==> config.mk <==
export PLATFORM = sky130hd
export DESIGN_NAME = usr_ctrl_flat
export DESIGN_NICKNAME = d
export VERILOG_FILES = /design/src/rtl/usr_ctrl_pkg.sv /design/src/rtl/usr_ctrl_if.sv /design/src/rtl/usr_ctrl_cnt.sv /design/src/rtl/usr_ctrl.sv /design/src/flat_wrapper.sv
export SDC_FILE = /design/constraint.sdc
export NUM_CORES = 1
export LEC_CHECK = 0
export BUFFER_PORTS_ARGS = -buffer_cell sky130_fd_sc_hd__buf_2
export CORE_ASPECT_RATIO = 0.8
export CORE_UTILIZATION = 40
export DETAILED_ROUTE_END_ITERATION = 8
export PLACE_DENSITY = 0.67
export SETUP_SLACK_MARGIN = 0.15
export SLEW_MARGIN = 0
export SYNTH_ARGS = -nofsm -noshare
export SYNTH_HDL_FRONTEND = slang
export SYNTH_HIERARCHICAL = 1
export SYNTH_SLANG_ARGS = --single-unit
==> constraint.sdc <==
create_clock -name clk -period 1.6 [get_ports clk]
set_input_delay 0.4 -clock clk [delete_from_list [all_inputs] [get_ports clk]]
set_output_delay 0.4 -clock clk [all_outputs]
set_load 0.03 [all_outputs]
==> src/rtl/usr_ctrl_pkg.sv <==
`default_nettype none
// ============================================================================
//  Module      : usr_ctrl_pkg
//  Description : Shared encodings for the universal shift register sequencer:
//                command opcodes, register select codes and FSM states.
//  Revision    : 1.0 - initial release
// ============================================================================
package usr_ctrl_pkg;

   // Command opcodes carried on cmd_op
   localparam logic [1:0] OP_LOAD = 2'b00;
   localparam logic [1:0] OP_SHR  = 2'b01;
   localparam logic [1:0] OP_SHL  = 2'b10;
   localparam logic [1:0] OP_ROR  = 2'b11;

   // Register mux selects {sel1,sel0}
   localparam logic [1:0] SEL_HOLD = 2'b00;
   localparam logic [1:0] SEL_SHR  = 2'b01;
   localparam logic [1:0] SEL_SHL  = 2'b10;
   localparam logic [1:0] SEL_LOAD = 2'b11;

   typedef enum logic [1:0] {
      ST_IDLE  = 2'd0,
      ST_LOAD  = 2'd1,
      ST_SHIFT = 2'd2,
      ST_DONE  = 2'd3
   } state_e;

endpackage
`default_nettype wire

==> src/rtl/usr_ctrl_if.sv <==
`default_nettype none
// ============================================================================
//  Module      : usr_ctrl_if
//  Description : Command handshake plus shift-register drive/feedback bundle
//                between the host environment and usr_ctrl.
//  Revision    : 1.0 - initial release
// ============================================================================
interface usr_ctrl_if #(
   parameter int SIZE = 4,
   parameter int AW   = $clog2(SIZE + 1)
);
   // command side
   logic            cmd_valid;
   logic            cmd_ready;
   logic [1:0]      cmd_op;
   logic [AW-1:0]   cmd_amt;
   logic            cmd_fill;
   logic [SIZE-1:0] cmd_data;
   logic            abort;
   logic            busy;
   logic            done;
   logic            err;
   // shift register side
   logic [SIZE-1:0] usr_q;
   logic [1:0]      usr_sel;
   logic            usr_left;
   logic            usr_right;
   logic [SIZE-1:0] usr_d;

   // Host / register environment
   modport master (
      output cmd_valid, cmd_op, cmd_amt, cmd_fill, cmd_data, abort, usr_q,
      input  cmd_ready, busy, done, err, usr_sel, usr_left, usr_right, usr_d
   );

   // Sequencer
   modport slave (
      input  cmd_valid, cmd_op, cmd_amt, cmd_fill, cmd_data, abort, usr_q,
      output cmd_ready, busy, done, err, usr_sel, usr_left, usr_right, usr_d
   );
endinterface
`default_nettype wire

==> src/rtl/usr_ctrl_cnt.sv <==
`default_nettype none
// ============================================================================
//  Module      : usr_ctrl_cnt
//  Description : Loadable down-counter for remaining shift cycles, with a
//                flag marking the final cycle (count = 1).
//  Revision    : 1.0 - initial release
// ============================================================================
module usr_ctrl_cnt #(
   parameter int AW = 3
) (
   input  wire logic          clk,
   input  wire logic          clear_n,
   input  wire logic          load,
   input  wire logic [AW-1:0] load_val,
   input  wire logic          dec,
   output logic      [AW-1:0] cnt,
   output logic               last
);
   localparam logic [AW-1:0] CNT_ONE = {{(AW-1){1'b0}}, 1'b1};

   logic [AW-1:0] cnt_q;
   logic [AW-1:0] cnt_d;

   // Load wins over decrement; never wrap below zero
   always_comb begin
      cnt_d = cnt_q;
      if (load)
         cnt_d = load_val;
      else if (dec && (cnt_q != '0))
         cnt_d = cnt_q - CNT_ONE;
   end

   // Count register
   always_ff @(posedge clk or negedge clear_n) begin
      if (!clear_n) cnt_q <= '0;
      else          cnt_q <= cnt_d;
   end

   assign cnt  = cnt_q;
   assign last = (cnt_q == CNT_ONE);
endmodule
`default_nettype wire

==> src/rtl/usr_ctrl.sv <==
`default_nettype none
// ============================================================================
//  Module      : usr_ctrl
//  Description : Command sequencer for a SIZE-bit universal shift register.
//                Accepts LOAD/SHR/SHL/ROR over valid/ready, drives the
//                register select, serial fills and load data, and pulses
//                done when the result is in the register.
//                Build macro USR_CTRL_ROTATE_EN enables ROR; without it op 11
//                completes immediately with an err pulse.
//  Revision    : 1.0 - initial release
// ============================================================================
module usr_ctrl
   import usr_ctrl_pkg::*;
#(
   parameter int SIZE = 4
) (
   input wire logic   clk,
   input wire logic   clear_n,
   usr_ctrl_if.slave  bus
);
   localparam int AW = $clog2(SIZE + 1);
   localparam logic [AW-1:0] SIZE_AMT = AW'(SIZE);

   state_e          state_q, state_d;
   logic [1:0]      op_q, op_d;
   logic            fill_q, fill_d;
   logic            err_q, err_d;
   logic [SIZE-1:0] usr_d_q, usr_d_d;

   logic [AW-1:0]   amt_clamped;
   logic [AW-1:0]   cnt;
   logic            cnt_last;
   logic            cnt_load;
   logic            cnt_dec;
   logic [1:0]      sel;
   logic            left_bit;
   logic            right_bit;

   // Oversized shift counts saturate to a full-width shift
   assign amt_clamped = (bus.cmd_amt > SIZE_AMT) ? SIZE_AMT : bus.cmd_amt;

   usr_ctrl_cnt #(.AW(AW)) u_cnt (
      .clk      (clk),
      .clear_n  (clear_n),
      .load     (cnt_load),
      .load_val (amt_clamped),
      .dec      (cnt_dec),
      .cnt      (cnt),
      .last     (cnt_last)
   );

   // Next-state logic; command fields are captured only on the handshake edge
   always_comb begin
      state_d  = state_q;
      op_d     = op_q;
      fill_d   = fill_q;
      err_d    = err_q;
      usr_d_d  = usr_d_q;
      cnt_load = 1'b0;
      cnt_dec  = 1'b0;
      unique case (state_q)
         ST_IDLE: begin
            err_d = 1'b0;
            if (bus.cmd_valid) begin
               if (bus.cmd_op == OP_LOAD) begin
                  usr_d_d = bus.cmd_data;
                  state_d = ST_LOAD;
               end else begin
                  op_d   = bus.cmd_op;
                  fill_d = bus.cmd_fill;
`ifdef USR_CTRL_ROTATE_EN
                  if (amt_clamped == '0) begin
                     state_d = ST_DONE;
                  end else begin
                     cnt_load = 1'b1;
                     state_d  = ST_SHIFT;
                  end
`else
                  if (bus.cmd_op == OP_ROR) begin
                     // Rotate not built in: complete at once and flag it
                     err_d   = 1'b1;
                     state_d = ST_DONE;
                  end else if (amt_clamped == '0) begin
                     state_d = ST_DONE;
                  end else begin
                     cnt_load = 1'b1;
                     state_d  = ST_SHIFT;
                  end
`endif
               end
            end
         end
         ST_LOAD: begin
            state_d = ST_DONE;
         end
         ST_SHIFT: begin
            cnt_dec = 1'b1;
            if (bus.abort || cnt_last)
               state_d = ST_DONE;
         end
         ST_DONE: begin
            state_d = ST_IDLE;
         end
         default: begin
            state_d = ST_IDLE;
         end
      endcase
   end

   // Control registers
   always_ff @(posedge clk or negedge clear_n) begin
      if (!clear_n) begin
         state_q <= ST_IDLE;
         op_q    <= OP_LOAD;
         fill_q  <= 1'b0;
         err_q   <= 1'b0;
         usr_d_q <= '0;
      end else begin
         state_q <= state_d;
         op_q    <= op_d;
         fill_q  <= fill_d;
         err_q   <= err_d;
         usr_d_q <= usr_d_d;
      end
   end

   // Register drive; abort forces hold in the same cycle, unselected fills are 0
   always_comb begin
      sel       = SEL_HOLD;
      left_bit  = 1'b0;
      right_bit = 1'b0;
      unique case (state_q)
         ST_LOAD: sel = SEL_LOAD;
         ST_SHIFT: begin
            if (!bus.abort) begin
               if (op_q == OP_SHL) begin
                  sel      = SEL_SHL;
                  left_bit = fill_q;
               end else begin
                  sel       = SEL_SHR;
                  right_bit = (op_q == OP_ROR) ? bus.usr_q[0] : fill_q;
               end
            end
         end
         default: sel = SEL_HOLD;
      endcase
   end

   assign bus.usr_sel   = sel;
   assign bus.usr_left  = left_bit;
   assign bus.usr_right = right_bit;
   assign bus.usr_d     = usr_d_q;
   assign bus.cmd_ready = (state_q == ST_IDLE);
   assign bus.busy      = (state_q != ST_IDLE);
   assign bus.done      = (state_q == ST_DONE);
   assign bus.err       = (state_q == ST_DONE) && err_q;

endmodule
`default_nettype wire

==> src/flat_wrapper.sv <==
// flat-port wrapper written by rule: the top's interface ports become plain ports
module usr_ctrl_flat import usr_ctrl_pkg::*;
#(
   parameter int SIZE = 4
)
  (clk, clear_n, bus_cmd_valid, bus_cmd_op, bus_cmd_amt, bus_cmd_fill, bus_cmd_data, bus_abort, bus_usr_q, bus_cmd_ready, bus_busy, bus_done, bus_err, bus_usr_sel, bus_usr_left, bus_usr_right, bus_usr_d);
  usr_ctrl_if #(.SIZE(SIZE)) bus_i ();
  input wire logic clk;
  input wire logic clear_n;
  input wire logic [$bits(bus_i.cmd_valid)-1:0] bus_cmd_valid;
  input wire logic [$bits(bus_i.cmd_op)-1:0] bus_cmd_op;
  input wire logic [$bits(bus_i.cmd_amt)-1:0] bus_cmd_amt;
  input wire logic [$bits(bus_i.cmd_fill)-1:0] bus_cmd_fill;
  input wire logic [$bits(bus_i.cmd_data)-1:0] bus_cmd_data;
  input wire logic [$bits(bus_i.abort)-1:0] bus_abort;
  input wire logic [$bits(bus_i.usr_q)-1:0] bus_usr_q;
  output wire logic [$bits(bus_i.cmd_ready)-1:0] bus_cmd_ready;
  output wire logic [$bits(bus_i.busy)-1:0] bus_busy;
  output wire logic [$bits(bus_i.done)-1:0] bus_done;
  output wire logic [$bits(bus_i.err)-1:0] bus_err;
  output wire logic [$bits(bus_i.usr_sel)-1:0] bus_usr_sel;
  output wire logic [$bits(bus_i.usr_left)-1:0] bus_usr_left;
  output wire logic [$bits(bus_i.usr_right)-1:0] bus_usr_right;
  output wire logic [$bits(bus_i.usr_d)-1:0] bus_usr_d;
  assign bus_i.cmd_valid = bus_cmd_valid;
  assign bus_i.cmd_op = bus_cmd_op;
  assign bus_i.cmd_amt = bus_cmd_amt;
  assign bus_i.cmd_fill = bus_cmd_fill;
  assign bus_i.cmd_data = bus_cmd_data;
  assign bus_i.abort = bus_abort;
  assign bus_i.usr_q = bus_usr_q;
  assign bus_cmd_ready = bus_i.cmd_ready;
  assign bus_busy = bus_i.busy;
  assign bus_done = bus_i.done;
  assign bus_err = bus_i.err;
  assign bus_usr_sel = bus_i.usr_sel;
  assign bus_usr_left = bus_i.usr_left;
  assign bus_usr_right = bus_i.usr_right;
  assign bus_usr_d = bus_i.usr_d;
  usr_ctrl #(.SIZE(SIZE)) u_core (.clk(clk), .clear_n(clear_n), .bus(bus_i));
endmodule
==> results of run 1 <==
worst paths after layout:
check                      cells past startpoint             endpoint         startpoint
min in group asynchronous                      2  u_core/bus.usr_d[1]            clear_n
max in group asynchronous                      2    u_core/state_q[1]            clear_n
max                                            6       bus_usr_sel[0]  u_core/state_q[0]
max reg2reg                                    7  u_core/bus.usr_d[0]  u_core/state_q[0]
min reg2reg                                    2       u_core/op_q[0]     u_core/op_q[0]
min                                            2  u_core/bus.usr_d[1]    bus_cmd_data[1]
where the power goes:
group | internal, mW | switching, mW | total, mW
Combinational | 0.954 | 0.904 | 1.86
Clock | 0.0966 | 0.108 | 0.205
Sequential | 0.500 | 0.118 | 0.618
Total | 1.55 | 1.13 | 2.68
state kept, by name, summed over array words and instances (netlist names):
| name | cells |
|---|---|
| u_core/fill_q | 1 |
| u_core/u_cnt/cnt | 3 |
| u_core/err_q | 1 |
| u_core/bus.usr_d | 4 |
| u_core/op_q | 2 |
| u_core/state_q | 2 |
cell usage after synthesis (all sizes together), types with 2 or more instances:
master / number / area (um^2)
dfrtp: 13 / 325
nand2: 10 / 37.5
ha: 8 / 100
mux2: 7 / 78.8
nor2: 7 / 26.3
inv: 6 / 22.5
nand3: 5 / 25.0
nand2b: 4 / 32.5
a21oi: 3 / 15.0
nor2b: 3 / 18.8
o21ai: 3 / 18.8
and2: 2 / 12.5
o21a: 2 / 15.0
placed cells by master (no fill, tap or decap), drive strengths merged, types with 2 or more instances in the layout:
cell type,netlist,routed
nor2b,3,3
nand2b,4,4
nand3,5,5
o21ai,3,3
mux2,7,7
clkbuf,1,4
nand2,10,10
buf,0,38
a21oi,3,3
nor2,7,7
and2,2,2
o21a,2,2
inv,6,5
dfrtp,13,13
ha,8,8
cell type report:
class | instances | area, um^2 | share of cell area [%]
inverter | 6 | 26.3 | 1.95
multi-input combinational | 64 | 623 | 46.2
sequential | 13 | 327 | 24.2
tap | 24 | 30.0 | 2.23
clock buffer | 4 | 26.3 | 1.95
timing repair buffer | 39 | 317 | 23.5
kinds of logic (layout without fill, tap and decap cells):
logic type / count (synthesis) / after routing / synth area share (%)
fa+ha+maj: 8 / 8 / 12.2
compound gates: 12 / 12 / 9.63
flops: 13 / 13 / 39.8
buf+inv: 7 / 49 / 3.21
simple gates: 35 / 35 / 23.2
mux: 8 / 8 / 10.9
xor+xnor: 1 / 1 / 1.07
critical path, cell delays in order (launching register included):
cell      delay [ps]
dfrtp_1          400
inv_2            100
ha_4             150
nand2b_4          70
nor2b_1          130
o21a_2           140
buf_6            120
stage by stage:
step	util, %	cell area, um^2
final	70.6	1350
after global routing	70.6	1350
after CTS	67.4	1290
after detailed placement	55.0	1050
after global placement	55.0	1050
after floorplan	-	871
layer usage:
layer / GRT usage [%] / vias to the layer above
met3: 2.17 / 2
met4: 9.47 / 0
met1: 25.2 / 343
met5: 0 / -
li1: - / 366
met2: 33.9 / 19
timing repair:
action	CTS	global route
hold buffers	1	0
buffers inserted	7	2
resized for setup	30	14
cloned	0	0
pin swaps	2	6
hold endpoints to repair	9	0
endpoints found under the setup margin	17	17
==> results.toml, run 1 <==
[status]
outcome = "complete, but fails checks"
violations = "negative setup slack"

[timing]
setup_viol = 12
worst_pin_slew_ps = 301
holdWs_ps = 350
fmax_mhz = 560
clock_skew_ps = 4.29
finalMaxSlewViolations = 0
slew_headroom_pct = 79.8
worst_slack_ps = -186
grt_setup_unrepaired = "yes"
min_period_over_period_pct = 112
hold_viol = 0
fin_tns_setup_ps = -1150
period_minus_slack_ps = 1790

[drt]
top_layer = "met4"
antenna_left = 0
drtPass1Iterations = 4
routed_wl_um = 1870
vias_per_cell = 4.87
dr_wl_met3_um = 57
met2_length_um = 952
drc = 0
wl_met1_um = 852
num_vias = 730
wl_per_cell_um = 12.5
first_iter_violations = 10

[logic_synthesis]
yosysSeqAreaShare_pct = 39.8
ys_ff_latch = 13
avgSynthCellArea_um2 = 9.74
ys_warn_count = 6
syn_area_um2 = 818
synth_nets = 110
ys_async_sr_fraction_pct = 100
netlist_instances = 84
synth-main-ff-cell = "dfrtp_1"
yosysUniqueCellTypes = 26
synth_edf_count = 0

[floorplanning]
io_pins = 30
die_x_um = 52.6
die-area_um2 = 2230
num_rows = 14
core_area_um2 = 1910
fp.dieH_um = 42.5
initial_utilization_pct = 42.9

[worst_hold_path]
holdCritPathClass = "input port to register"

[pwr]
power.density_nw_per_um2 = 1990
power.leakage_nw = 0.650
fin_total_pwr_mw = 2.68
vdd_ir_drop_max_mv = 1.12

[cells_and_area]
nNetsFinal = 153
area_growth_syn_to_layout_pct = 64.8
instances_no_fill = 150
fillers = 133
drive_above_1_share_pct = 60.3
n_antenna_cell = 0

[global_routing]
grt_pass1_vias = 752
grt_pass1_wl_um = 3240
grt_max_degree = 14
grt_util_all_layers_pct = 20.1
grt_overflow = 0
antenna_found_initial = 0

[clocking]
tritoncts = "done"
htreeDepth = 1
clock_path_buffers = 2
clock_latency_ps = 270
cts_root_buf = "clkbuf_4"
clk_pin_slew_ps = 80
cts_buffers = 3
cts.sinks = 13

[setup_path]
worst_ep_required_time_ps = 1200
end_kind = "output port"
cp_max_fo = 4
critPathLaunchType = "register"
critPathArrivalTime_ps = 1390
path_class = "register to output port"
r2r_setup_slack_ps = -50

[placement]
dp_hpwl_um = 1260
preCtsSetupSlack_ps = 0.0865
gp_congestion = 0.734
portBuffers = 26
dpl.cell_count = 136

[job]
max_cap_violations = 0
Note: power is estimated with default switching activity, not from simulation.
==> inputs of run 2 (changes only) <==
Settings changed: BUFFER_PORTS_ARGS -buffer_cell sky130_fd_sc_hd__buf_2 to unset, DONT_BUFFER_PORTS set to 1, PLACE_DENSITY 0.67 to unset.
==> run 2 against run 1 <==
  * Die area unchanged
  * Via count down 14%
  * The run still ends with negative setup slack left
  * Final area down 13%
  * Clock-buffer cell count down 1
  * Global-route usage down 1.2 points
  * Flip-flop and latch count unchanged
==> results.toml, run 2 (synthesis gave the netlist of run 1 again) <==
[setup_path]
cp-startpoint = "u_core/state_q[0]"
path_buf_inv = 2
end_kind = "output port"
critPathMaxStageDelay_ps = 400
worst_ep_required_time_ps = 1200
path_class = "register to output port"
critPathLaunchType = "register"
slowest_stage = "dfrtp_1"
path_cells = "inv_2 > ha_4 > nand2b_4 > buf_12 > a21oi_4"
r2r-start = "u_core/state_q[0]"
cp_max_fo = 4
critPathArrivalTime_ps = 1360
crit_family = "flip-flops"

[global_routing]
grt_util_all_layers_pct = 18.9
antenna_found_initial = 0
grt_overflow = 0
grt_pass1_vias = 626
grt_pass1_wl_um = 2930
grt_max_degree = 14

[clocking]
cts_buffers = 3
tritoncts = "done"
clk_pin_slew_ps = 80
clock_path_buffers = 2
cts_root_buf = "clkbuf_4"
cts.sinks = 13
htreeDepth = 1
clock_latency_ps = 280

[timing]
worst_slack_ps = -162
period_minus_slack_ps = 1760
worst_pin_slew_ps = 606
finalMaxSlewViolations = 0
hold_viol = 0
setup_viol = 11
min_period_over_period_pct = 110
fmax_mhz = 567
clock_skew_ps = 2.06
grt_setup_unrepaired = "yes"
slew_headroom_pct = 59.5

[pwr]
p_sw_share_pct = 44.0
power.share.clock_pct = 8.1
power.leakage_nw = 0.519
netSwitchingPower_mw = 1.10
vdd_ir_drop_max_mv = 1.19
power.density_nw_per_um2 = 2130
fin_total_pwr_mw = 2.51
p_seq_share_pct = 29.0
power.internal_mw = 1.40
p_comb_share_pct = 62.9

[status]
violations = "negative setup slack"
outcome = "complete, but fails checks"

[drt]
first_iter_violations = 6
num_vias = 628
drtPass1Iterations = 3
wl_per_cell_um = 14.5
drc = 0
vias_per_cell = 5.06
antenna_left = 0
routed_wl_um = 1800

[cells_and_area]
finish.utilization_pct = 61.7
area_growth_syn_to_layout_pct = 43.9
final_common_cell = "dfrtp_1"
largest_reg_flops = 4
seqCellArea_um2 = 327
multi_input_area_um2 = 627
n_antenna_cell = 0
mostFrequentLayoutCells = "12 x dfrtp_1, 9 x nand2_1, 6 x mux2_4, 6 x buf_4"
stdcell_area_um2 = 1180
nNetsFinal = 127
drive_above_1_share_pct = 46.0
fillers = 175

[placement]
gp_congestion = 0.799
portBuffers = 0
dp_hpwl_um = 1200
postPlaceCellArea_um2 = 935

[worst_hold_path]
min_from = "bus_cmd_amt[2]"
holdCritPathClass = "input port to register"

[floorplanning]
die_x_um = 52.6
core_area_um2 = 1910
fp.dieH_um = 42.5
die-area_um2 = 2230
initial_utilization_pct = 42.9
io_pins = 30
num_rows = 14

[job]
max_cap_violations = 0
run 2: area by class of cell:
cell class | count | area share [%]
clock inverters | 1 | 0.425
clock buffers | 3 | 1.91
inverters | 6 | 2.23
well taps | 24 | 2.55
flip-flops and latches | 13 | 27.7
repair buffers | 13 | 11.9
multi-input cells | 64 | 53.2
run 2: metal layers:
layer  vias to the layer above  wire (um)  global-route usage [%]
met5                         -          0                       0
met4                         0         10                    6.32
met3                         2        130                    8.70
met2                        20        875                    28.1
met1                       290        784                    23.9
li1                        316          -                       -
run 2: worst paths after layout:
| kind | slack, ps | depth (start not counted) | to |
|---|---|---|---|
| min in group asynchronous | 560 | 1 | u_core/u_cnt/cnt[2] |
| worst max-delay path | -160 | 5 | bus_usr_right |
| worst max register to register | -70 | 7 | u_core/bus.usr_d[1] |
| worst min register to register | 500 | 2 | u_core/op_q[0] |
| worst min-delay path | 260 | 2 | u_core/u_cnt/cnt[2] |
| max in group asynchronous | 610 | 1 | u_core/state_q[1] |
run 2: worst register-to-register path, stage by stage, from the launching register on:
cell and delay [ps]:
dfrtp_1 400, inv_2 100, buf_4 130, ha_4 160, buf_12 120, nand2_8 60, nor3_4 260, mux2_4 340
run 2: power by group through the flow:
| stage | Combinational (mW) | Sequential [mW] | Clock, mW |
|---|---|---|---|
| final | 1.58 | 0.728 | 0.203 |
| after global routing | 1.71 | 0.756 | 0.232 |
| after CTS | 1.44 | 0.721 | 0.217 |
| after detailed placement | 1.10 | 0.721 | 0 |
| after global placement | 1.09 | 0.717 | 0 |
| after floorplan | 0.904 | 0.695 | 0 |
run 2: repair_timing:
item	4_1_cts	5_1_grt
pin swaps	4	4
resized for setup	19	8
buffers inserted	7	0
hold buffers	1	0
endpoints found under the setup margin	17	18
endpoints found under the hold margin	13	0
run 2: stage by stage:
| step | setup WS [ps] | std cells | hold WS, ps | TNS [ps] |
|---|---|---|---|---|
| after CTS | -191 | 124 | 245 | -1340 |
| after floorplan | 0.847 | 84 | 104 | 0 |
| after detailed placement | 31.0 | 112 | 105 | 0 |
| after global routing | -228 | 124 | 251 | -1820 |
| after global placement | 77.5 | 112 | 105 | 0 |
| final | -162 | 124 | 257 | -959 |
==> inputs of run 3 (changes only) <==
Settings changed: SYNTH_HIERARCHICAL 1 to unset.
==> run 3 against run 2 <==
  * Flip-flop and latch count unchanged
  * Final area up 2.1%
  * Sequential share of layout area is 0.58 points lower
  * Critical path depth stayed put
  * Via count grew 4.1%
  * The flow still finishes with violations (negative setup slack)
  * First-iteration DRC count grew 67%
  * Global-route usage up 0.70 points
  * Setup slack better by 13 ps
  * Power up 1.0%
  * Utilization is 1.3 points higher
==> results.toml, run 3 <==
[status]
outcome = "complete, but fails checks"
violations = "negative setup slack"

[timing]
clock_skew_ps = 5.48
grt_setup_unrepaired = "yes"
min_period_over_period_pct = 109
finalMaxSlewViolations = 0
hold_viol = 0
period_minus_slack_ps = 1750
setup_viol = 6
worst_slack_ps = -150
fmax_mhz = 572
slew_headroom_pct = 60.3
worst_pin_slew_ps = 594
holdWs_ps = 235

[setup_path]
r2r_setup_slack_ps = 10
path_cells = "inv_2 > ha_4 > nor2b_4 > a21oi_2 > nor2b_4"
worst_ep_required_time_ps = 1200
r2r-start = "u_core.state_q[0]"
critPathLaunchType = "register"
end_kind = "output port"
critPathArrivalTime_ps = 1350
crit_family = "flip-flops"
critPathMaxStageDelay_ps = 390
r2r-end = "u_core.u_cnt.cnt[1]"
path_class = "register to output port"
cp_max_fo = 3
reg2regPathDepth = 7
critPathMostFrequentCell = "nor2b_4"
path_buf_inv = 1
slowest_stage = "dfrtp_1"

[floorplanning]
core_area_um2 = 1910
initial_utilization_pct = 43.3
io_pins = 30
fp.dieH_um = 42.6
die_x_um = 52.8
die-area_um2 = 2250
num_rows = 14

[worst_hold_path]
min_from = "bus_cmd_op[1]"
worstHoldPathCells = 2
holdPathEnd = "u_core.op_q[1]"
holdCritPathClass = "input port to register"

[pwr]
fin_total_pwr_mw = 2.53
power.density_nw_per_um2 = 2110
power.leakage_nw = 0.546
vdd_ir_drop_max_mv = 1.37

[logic_synthesis]
synth_compound_area_share_pct = 12.3
syn_area_um2 = 826
synth_edf_count = 0
synth-main-ff-cell = "dfrtp_1"
synth_common_cells = "13 x dfrtp_1, 7 x ha_1, 7 x inv_1"
ys_ff_latch = 13
synth_nets = 106
avgSynthCellArea_um2 = 10.2
synth.most_common_cell = "dfrtp_1"
synth_top_area_share_pct = 39.4
ys_async_sr_fraction_pct = 100
netlist_instances = 81
synth_adder_area_share_pct = 10.6
post-synth-top-area-cell = "dfrtp_1"
synth_top_family_by_area = "simple AND/OR/NAND/NOR gates"
ys_warn_count = 0
synth-xor-area-share_pct = 0
synth_mux_area_share_pct = 12.3
yosysUniqueCellTypes = 28
yosys-top-cells-area = "dfrtp_1 39%, ha_1 11%, mux2_2 6.8%"
synthSimpleGateAreaFrac_pct = 19.5
yosysSeqAreaShare_pct = 39.4

[clocking]
clk_pin_slew_ps = 80
cts.sinks = 13
clock_latency_ps = 280
tritoncts = "done"
htreeDepth = 1
cts_buffers = 3
clock_path_buffers = 2
cts_root_buf = "clkbuf_4"

[cells_and_area]
fillers = 159
multi_input_area_um2 = 609
mostFrequentLayoutCells = "12 x dfrtp_1, 11 x buf_6, 6 x buf_4"
seqCellArea_um2 = 327
finish.utilization_pct = 63.0
largest_reg_flops = 4
nNetsFinal = 127
drive_above_1_share_pct = 51.5
final_common_cell = "dfrtp_1"
area_growth_syn_to_layout_pct = 45.6
n_antenna_cell = 0

[global_routing]
grtUsageMet1_pct = 25.9
antenna_found_initial = 0
grt_use_met3_pct = 8.70
grt.met2_usage_pct = 29.9
grt_util_all_layers_pct = 19.6
grt_pass1_vias = 695
grt.busiest_layer = "met2"
grt_max_degree = 14
grt_overflow = 0
grt_pass1_wl_um = 3080

[placement]
dp_hpwl_um = 1280
gp_congestion = 0.724
portBuffers = 0

[drt]
wl_per_cell_um = 13.9
drc = 0
routed_wl_um = 1740
drtPass1Iterations = 4
first_iter_violations = 10
antenna_left = 0
vias_per_cell = 5.23
num_vias = 654

[job]
max_cap_violations = 0
[run 3: cell types whose count changed in the layout (fill, tap and decap cells not counted), sizes merged, moves of 2 or more]
cell   change
nor2       -3
nand2      -5
buf        +5
a21o       +2
mux2i      +2
[run 3: logic make-up (layout without fill, tap and decap cells)]
family / Yosys count / after routing
simple gates: 29 / 29
compound gates: 14 / 14
flops: 13 / 13
mux: 9 / 9
buf+inv: 9 / 29
fa+ha+maj: 7 / 7
[run 3: worst max path at each step]
stage               depth (start not counted)               from  slack [ps]                   to
finish                                      5  u_core.state_q[0]        -150       bus_usr_sel[0]
global route                                5  u_core.state_q[0]        -250       bus_usr_sel[0]
CTS                                         5  u_core.state_q[0]        -150       bus_usr_sel[0]
detailed placement                          5  u_core.state_q[1]          60  u_core.u_cnt.cnt[1]
global placement                            5  u_core.state_q[1]          70  u_core.u_cnt.cnt[1]
floorplan                                   6  u_core.state_q[1]          -8  u_core.u_cnt.cnt[1]
[run 3: layout make-up]
class / instances / share of cell area, %
Multi-Input combinational cell: 59 / 50.7
Inverter: 7 / 2.50
Clock buffer: 3 / 1.87
Sequential cell: 13 / 27.2
Tap cell: 24 / 2.50
Timing Repair Buffer: 18 / 14.9
Clock inverter: 1 / 0.416
[run 3: through the flow]
stage                     setup slack, ps  TNS (ps)  area, um^2  instances
after detailed placement             61.2         0         951        109
final                                -150      -546        1200        125
after floorplan                     -7.68     -13.0         898         81
after global placement               68.5         0         951        109
after global routing                 -252     -1260        1200        125
after CTS                            -146      -532        1150        124
[run 3: what timing repair did]
item | 4_1_cts | 5_1_grt
endpoints found under the setup margin | 14 | 21
resized for setup | 23 | 8
hold buffers | 1 | 0
pin swaps | 6 | 7
hold endpoints to repair | 13 | 0
buffers inserted | 10 | 1
[run 3: layer usage]
metal  up-vias  part of all wire [%]
li1        320                     -
met1       314                    44
met2        18                    48
met3         2                   7.1
met4         0                  0.75
met5         -                     0
[run 3: power breakdown]
part / leakage, nW / switching [mW] / total [mW] / internal (mW)
combinational: 0.373 / 0.740 / 1.61 / 0.868
sequential: 0.156 / 0.226 / 0.725 / 0.499
clock: 0.0177 / 0.108 / 0.201 / 0.0927
